===== src/rtl/da_pkg.sv =====
// Shared types and constants for the distributed-arithmetic row engines.
package da_pkg;

  localparam int ROM_W  = 16;
  localparam int ADDR_W = 3;
  localparam int Q_FRAC = 14;

  typedef enum logic [1:0] {
    IDLE,
    RUN,
    DRAIN,
    DONE
  } da_state_e;

  // Accumulator needs one extra bit beyond sample*coefficient width.
  function automatic int acc_width(input int in_w);
    return in_w + ROM_W + 1;
  endfunction

endpackage


===== src/rtl/da_row_engine_if.sv =====
// Sample, ROM and result signals of one DA row engine.
interface da_row_engine_if
  import da_pkg::*;
#(
  parameter int IN_W  = 12,
  parameter int ACC_W = acc_width(IN_W)
);

  logic              in_valid;
  logic              in_ready;
  logic [IN_W-1:0]   x0;
  logic [IN_W-1:0]   x1;
  logic [IN_W-1:0]   x2;
  logic [IN_W-1:0]   x3;
  logic              rom_cs;
  logic [ADDR_W-1:0] rom_addr;
  logic [ROM_W-1:0]  rom_data;
  logic              out_valid;
  logic              out_ready;
  logic [ACC_W-1:0]  dout;

  modport master (
    input  in_valid, x0, x1, x2, x3, rom_data, out_ready,
    output in_ready, rom_cs, rom_addr, out_valid, dout
  );

  modport slave (
    output in_valid, x0, x1, x2, x3, rom_data, out_ready,
    input  in_ready, rom_cs, rom_addr, out_valid, dout
  );

endinterface


===== src/rtl/da_slice_addr.sv =====
// Maps a 4-bit DA slice onto the half-size ROM address plus a negate flag.
module da_slice_addr
  import da_pkg::*;
(
  input  logic [3:0]        i_bits,
  output logic [ADDR_W-1:0] o_addr,
  output logic              o_neg
);

  // Mirror symmetry F({1,c}) = -F({0,~c}) halves the table.
  assign o_neg  = i_bits[3];
  assign o_addr = i_bits[3] ? ~i_bits[2:0] : i_bits[2:0];

endmodule


===== src/rtl/da_row_engine.sv =====
// DA row engine: bit-serial MSB-first walk over four samples, one ROM read per slice.
// Optional macro DA_ROM_REG_EN registers rom_data before the adder and adds a DRAIN state.
module da_row_engine
  import da_pkg::*;
#(
  parameter int IN_W  = 12,
  parameter int ACC_W = acc_width(IN_W)
) (
  input logic           clk,
  input logic           rst,
  da_row_engine_if.master bus
);

  localparam int BIT_W = (IN_W > 1) ? $clog2(IN_W) : 1;
  localparam logic [BIT_W-1:0] BIT_TOP = BIT_W'(IN_W - 1);

  da_state_e r_state;
  da_state_e w_state_nxt;

  logic [IN_W-1:0]          r_x0, r_x1, r_x2, r_x3;
  logic [BIT_W-1:0]         r_bit;
  logic signed [ACC_W-1:0]  r_acc;
  logic signed [ACC_W-1:0]  r_dout;
  logic signed [ACC_W-1:0]  w_ext;
  logic signed [ACC_W-1:0]  w_term;
  logic signed [ACC_W-1:0]  w_sum;
  logic [3:0]               w_slice;
  logic [ADDR_W-1:0]        w_addr;
  logic                     w_neg;
  logic                     w_sign;
  logic                     w_accept;
  logic                     w_last;

  assign w_slice = {r_x0[r_bit], r_x1[r_bit], r_x2[r_bit], r_x3[r_bit]};

  da_slice_addr u_slice_addr (
    .i_bits (w_slice),
    .o_addr (w_addr),
    .o_neg  (w_neg)
  );

  assign w_ext = {{(ACC_W - ROM_W){bus.rom_data[ROM_W-1]}}, bus.rom_data};

`ifdef DA_ROM_REG_EN
  logic signed [ACC_W-1:0] r_data_q;
  logic                    r_neg_q;
  logic                    r_sign_q;
  logic                    r_vld_q;

  always_ff @(posedge clk or posedge rst) begin
    if (rst) begin
      r_data_q <= '0;
      r_neg_q  <= 1'b0;
      r_sign_q <= 1'b0;
      r_vld_q  <= 1'b0;
    end else begin
      r_data_q <= w_ext;
      r_neg_q  <= w_neg;
      r_sign_q <= (r_bit == BIT_TOP);
      r_vld_q  <= (r_state == RUN);
    end
  end

  assign w_term = r_neg_q ? -r_data_q : r_data_q;
  assign w_sign = r_sign_q;
`else
  assign w_term = w_neg ? -w_ext : w_ext;
  assign w_sign = (r_bit == BIT_TOP);
`endif

  // The sign slice carries negative weight, so it seeds the accumulator negated.
  assign w_sum = w_sign ? -w_term : (r_acc <<< 1) + w_term;

  always_ff @(posedge clk or posedge rst) begin
    if (rst) r_state <= IDLE;
    else     r_state <= w_state_nxt;
  end

  always_comb begin
    w_state_nxt = r_state;
    w_accept    = 1'b0;
    w_last      = 1'b0;
    case (r_state)
      IDLE: begin
        if (bus.in_valid) begin
          w_accept    = 1'b1;
          w_state_nxt = RUN;
        end
      end
      RUN: begin
        if (r_bit == '0) begin
          w_last = 1'b1;
`ifdef DA_ROM_REG_EN
          w_state_nxt = DRAIN;
`else
          w_state_nxt = DONE;
`endif
        end
      end
      DRAIN:   w_state_nxt = DONE;
      DONE:    if (bus.out_ready) w_state_nxt = IDLE;
      default: w_state_nxt = IDLE;
    endcase
  end

  always_ff @(posedge clk or posedge rst) begin
    if (rst) begin
      r_x0   <= '0;
      r_x1   <= '0;
      r_x2   <= '0;
      r_x3   <= '0;
      r_bit  <= BIT_TOP;
      r_acc  <= '0;
      r_dout <= '0;
    end else begin
      if (w_accept) begin
        r_x0  <= bus.x0;
        r_x1  <= bus.x1;
        r_x2  <= bus.x2;
        r_x3  <= bus.x3;
        r_bit <= BIT_TOP;
        r_acc <= '0;
      end
      if (r_state == RUN && r_bit != '0) r_bit <= r_bit - 1'b1;
`ifdef DA_ROM_REG_EN
      if (r_state == RUN && r_vld_q) r_acc <= w_sum;
      if (r_state == DRAIN) begin
        r_acc  <= w_sum;
        r_dout <= w_sum;
      end
`else
      if (r_state == RUN) begin
        r_acc <= w_sum;
        if (w_last) r_dout <= w_sum;
      end
`endif
    end
  end

  assign bus.in_ready  = (r_state == IDLE);
  assign bus.rom_cs    = (r_state == RUN);
  assign bus.rom_addr  = (r_state == RUN) ? w_addr : '0;
  assign bus.out_valid = (r_state == DONE);
  assign bus.dout      = r_dout;

endmodule


===== src/flat_wrapper.sv =====
// flat-port wrapper written by rule: the top's interface ports become plain ports
module da_row_engine_flat import da_pkg::*;
#(
  parameter int IN_W  = 12,
  parameter int ACC_W = acc_width(IN_W)
)
  (clk, rst, bus_in_valid, bus_x0, bus_x1, bus_x2, bus_x3, bus_rom_data, bus_out_ready, bus_in_ready, bus_rom_cs, bus_rom_addr, bus_out_valid, bus_dout);
  da_row_engine_if #(.IN_W(IN_W), .ACC_W(ACC_W)) bus_i ();
  input logic clk;
  input logic rst;
  input wire logic [$bits(bus_i.in_valid)-1:0] bus_in_valid;
  input wire logic [$bits(bus_i.x0)-1:0] bus_x0;
  input wire logic [$bits(bus_i.x1)-1:0] bus_x1;
  input wire logic [$bits(bus_i.x2)-1:0] bus_x2;
  input wire logic [$bits(bus_i.x3)-1:0] bus_x3;
  input wire logic [$bits(bus_i.rom_data)-1:0] bus_rom_data;
  input wire logic [$bits(bus_i.out_ready)-1:0] bus_out_ready;
  output wire logic [$bits(bus_i.in_ready)-1:0] bus_in_ready;
  output wire logic [$bits(bus_i.rom_cs)-1:0] bus_rom_cs;
  output wire logic [$bits(bus_i.rom_addr)-1:0] bus_rom_addr;
  output wire logic [$bits(bus_i.out_valid)-1:0] bus_out_valid;
  output wire logic [$bits(bus_i.dout)-1:0] bus_dout;
  assign bus_i.in_valid = bus_in_valid;
  assign bus_i.x0 = bus_x0;
  assign bus_i.x1 = bus_x1;
  assign bus_i.x2 = bus_x2;
  assign bus_i.x3 = bus_x3;
  assign bus_i.rom_data = bus_rom_data;
  assign bus_i.out_ready = bus_out_ready;
  assign bus_in_ready = bus_i.in_ready;
  assign bus_rom_cs = bus_i.rom_cs;
  assign bus_rom_addr = bus_i.rom_addr;
  assign bus_out_valid = bus_i.out_valid;
  assign bus_dout = bus_i.dout;
  da_row_engine #(.IN_W(IN_W), .ACC_W(ACC_W)) u_core (.clk(clk), .rst(rst), .bus(bus_i));
endmodule

===== config.mk =====
export PLATFORM = sky130hd
export DESIGN_NAME = da_row_engine_flat
export DESIGN_NICKNAME = d
export VERILOG_FILES = /design/src/rtl/da_pkg.sv /design/src/rtl/da_row_engine_if.sv /design/src/rtl/da_slice_addr.sv /design/src/rtl/da_row_engine.sv /design/src/flat_wrapper.sv
export SDC_FILE = /design/constraint.sdc
export NUM_CORES = 1
export LEC_CHECK = 0
export BUFFER_PORTS_ARGS = -buffer_cell sky130_fd_sc_hd__buf_2
export CAP_MARGIN = 15
export CORE_MARGIN = 2
export CORE_UTILIZATION = 48
export CTS_BUF_LIST = sky130_fd_sc_hd__clkbuf_4
export DETAILED_ROUTE_END_ITERATION = 10
export GPL_ROUTABILITY_DRIVEN = 0
export PLACE_DENSITY = 0.67
export SLEW_MARGIN = 20
export SYNTH_ARGS = -nofsm -noshare
export SYNTH_HDL_FRONTEND = slang
export SYNTH_HIERARCHICAL = 1
export SYNTH_SLANG_ARGS = --single-unit

===== constraint.sdc =====
create_clock -name clk -period 11.45 [get_ports clk]
set_clock_uncertainty 0.15 [all_clocks]
set_input_delay 0 -clock clk [delete_from_list [all_inputs] [get_ports clk]]
set_output_delay 0 -clock clk [all_outputs]
set_load 0.1 [all_outputs]

==> impl_metrics.ini <==
[status]
status = finished clean

[critical_path]
cp.depth = 15
critPathSlowestCell = dfstp_2
critPathTopFamily = compound AO/OA/AOI/OAI gates
r2r_cells = 15
crit_buf_inv = 1
cpPeakStageDelay_ns = 0.88
path_cells = mux4_2 > mux2i_1 > o22ai_4 > nor2b_1 > xnor2_1 > inv_1 > fa_1 > a21o_1 > a221oi_1 > a2bb2oi_1 > a31oi_1 > a21boi_0 > o221ai_1 > a21oi_2 > o21ai_1
timing.rr.start = u_core/r_bit[0]
required_ns = 11.71
r2r_setup_slack_ns = 6.12
worstReg2RegEnd = u_core/r_acc[21]
crit_path_start_kind = flop
arrival_ns = 5.59
cp-end-kind = flop
path_class = flop to flop
path_max_fanout = 27

[global_routing]
grt_start_max_net_pins = 68
overflow = 0
grt_pass1_wl_mm = 30.21
grt_pass1_vias = 6104
antenna_found_initial = 0
track_usage_pct = 23.61

[floorplan]
die_y_um = 126.1
start_util_pct = 49.21
core-area_mm2 = 0.01453
fp-row-count = 44
die_width_um = 126.1
die_area_mm2 = 0.01589
num_io_pins = 103

[placed_design]
dp.final_hpwl_mm = 12.78
io_buffers = 102
dp_slack_ns = 6.150

[yosys]
syn_area_per_cell_um2 = 9.652
ys_types = 69
seq_area_frac_synth_pct = 38.89
syn_area_mm2 = 0.007152
synth_edf_count = 0
ys_seq_elements = 111
syn_inst = 741
async_reset_ff_share_pct = 100.0
syn-num-nets = 849
synth-main-ff-cell = dfrtp_1
yosys_warnings = 6

[cts]
cts_tree = yes
htreeDepth = 3
clk-insertion-delay-late_ns = 0.49
clk_pin_slew_ns = 0.16
clk_path_buf_depth = 2
root_buffer = clkbuf_4
post_cts_buffers = 0
cts_buffers = 9
cts_sinks = 111

[finish]
area_delta_synth_final_pct = 18.72
multiInputGateArea_mm2 = 0.004111
drive_gt1_share_pct = 23.64
regArea_mm2 = 0.002781
antenna_cells = 0
fin_nets = 987
n_fill_cell = 1276

[sta]
finalSetupTns_ns = 0
hold_viol_final = 0
setup_viol = 0
slew_headroom_pct = 33.69
rsz0062_at_grt = no
setup_ws_ns = 6.119
fmax_mhz = 187.6
fin_crit_sh_pct = 46.56
tightest_slew_ns = 0.9910
maxSlewViolCount = 0
fin_crit_ns = 5.331

[route]
vias = 6121
via_per_inst = 5.731
drtAntennaViolNets = 0
wl_per_cell_um = 17.38
drt-initial-drc-count = 417
firstDrtPassIters = 5
drc_errors = 0
wl_mm = 18.56

[flow_run]
cap_violations = 0

[min_path]
hold_path_class = input port to asynchronous set/reset pin
-- flip-flops by register name, summed over array words and instances (netlist names) --
signal,count
u_core/bus.dout,29
u_core/r_acc,28
u_core/r_x0,12
u_core/r_x1,12
u_core/r_x2,12
u_core/r_x3,12
u_core/r_bit,4
u_core/r_state,2
-- worst register-to-register path, delay by kind of cell, from the launching register on --
| family | cells | cell delay (ns) |
|---|---|---|
| multiplexers | 2 | 0.80 |
| buffers and inverters | 1 | 0.13 |
| AND/OR/NAND/NOR | 1 | 0.26 |
| AO/OA/AOI/OAI | 9 | 2.31 |
| flip-flops | 1 | 0.88 |
| XOR/XNOR | 1 | 0.28 |
| adder cells (fa/ha/maj) | 1 | 0.47 |
-- worst max-delay path by stage --
stage,startpoint,to
floorplan,u_core/r_bit[0],u_core/bus.dout[28]
global placement,u_core/r_bit[0],u_core/bus.dout[28]
detailed placement,u_core/r_bit[0],u_core/r_acc[25]
CTS,u_core/r_bit[0],u_core/bus.dout[25]
global route,u_core/r_bit[0],u_core/bus.dout[28]
finish,u_core/r_bit[0],u_core/r_acc[21]
-- timing repair --
| item | CTS | global route |
|---|---|---|
| hold buffers | 60 | 0 |
| resized for setup | 0 | 0 |
| endpoints found under the hold margin | 124 | 0 |
-- Yosys cell counts, types with 3 or more instances --
library cell,n,area (µm²)
a21boi_0,3,22.52
a21o_1,13,97.59
a21oi_1,45,225.2
a21oi_2,5,43.79
a31oi_1,6,37.54
and2_1,11,68.82
and3_1,6,37.54
buf_1,3,11.26
clkbuf_1,33,123.9
dfrtp_1,108,2703
dfstp_2,3,78.83
ha_1,39,488.0
inv_1,28,105.1
mux2_2,48,540.5
mux2i_1,5,50.05
mux4_2,12,270.3
nand2_1,85,319.1
nand2b_1,7,43.79
nand3_1,17,85.08
nand4_1,5,31.28
nor2_1,32,120.1
nor3_1,9,45.04
o211ai_1,4,30.03
o21a_1,3,22.52
o21ai_0,56,280.3
o21ai_1,14,70.07
o21bai_1,4,30.03
o22ai_1,18,112.6
o31ai_1,4,30.03
o41ai_1,3,26.28
or2_2,4,25.02
or3_1,9,56.30
or4_1,3,22.52
xnor2_1,32,280.3
xor2_1,19,166.4
-- stage by stage --
stage	cell area (µm²)	std cells	util [%]	hold WS (ns)
6_report	8491	1068	58.42	0.08366
2_1_floorplan	7152	741	-	-0.03316
3_3_place_gp	7767	992	53.44	0.04839
3_5_place_dp	7775	992	53.50	0.05773
4_1_cts	8491	1068	58.42	0.03925
5_1_grt	8491	1068	58.42	0.1035
-- cells by family (layout without fill, tap and decap cells) --
| kind of cell | count (synthesis) | in the layout | share of synthesized area, % |
|---|---|---|---|
| simple gates | 199 | 199 | 13.31 |
| xor+xnor | 51 | 51 | 6.246 |
| compound gates | 207 | 207 | 18.58 |
| fa+ha+maj | 40 | 40 | 7.103 |
| flops | 111 | 111 | 38.89 |
| mux | 65 | 65 | 12.04 |
| buf+inv | 68 | 211 | 3.831 |
-- placed cells by master, fill, tap and decap left out, types with 32 or more instances in the layout --
cell type	count
mux2_2	48
buf_2	102
o21ai_0	56
nor2_1	32
ha_1	39
nand2_1	85
dlygate4sd3_1	60
dfrtp_1	108
xnor2_1	32
a21oi_1	45
-- layer usage --
layer | track usage, % | vias to the layer above | routed length (µm)
li1 | - | 2945 | -
met1 | 31.15 | 2951 | 8248
met2 | 39.60 | 198 | 8920
met3 | 3.951 | 27 | 1044
met4 | 8.145 | 0 | 347
met5 | 0 | - | 0
-- area by class of cell --
class / count / area share (%)
clock buffers: 12 / 1.061
clock inverters: 4 / 0.2947
inverters: 29 / 1.312
multi-input cells: 562 / 48.42
flip-flops and latches: 111 / 32.76
well taps: 184 / 2.711
repair buffers: 166 / 13.44
Power is left out: the tool's default activity adds up to more than one toggle a clock period on the data nets, which glitch-free logic cannot reach.
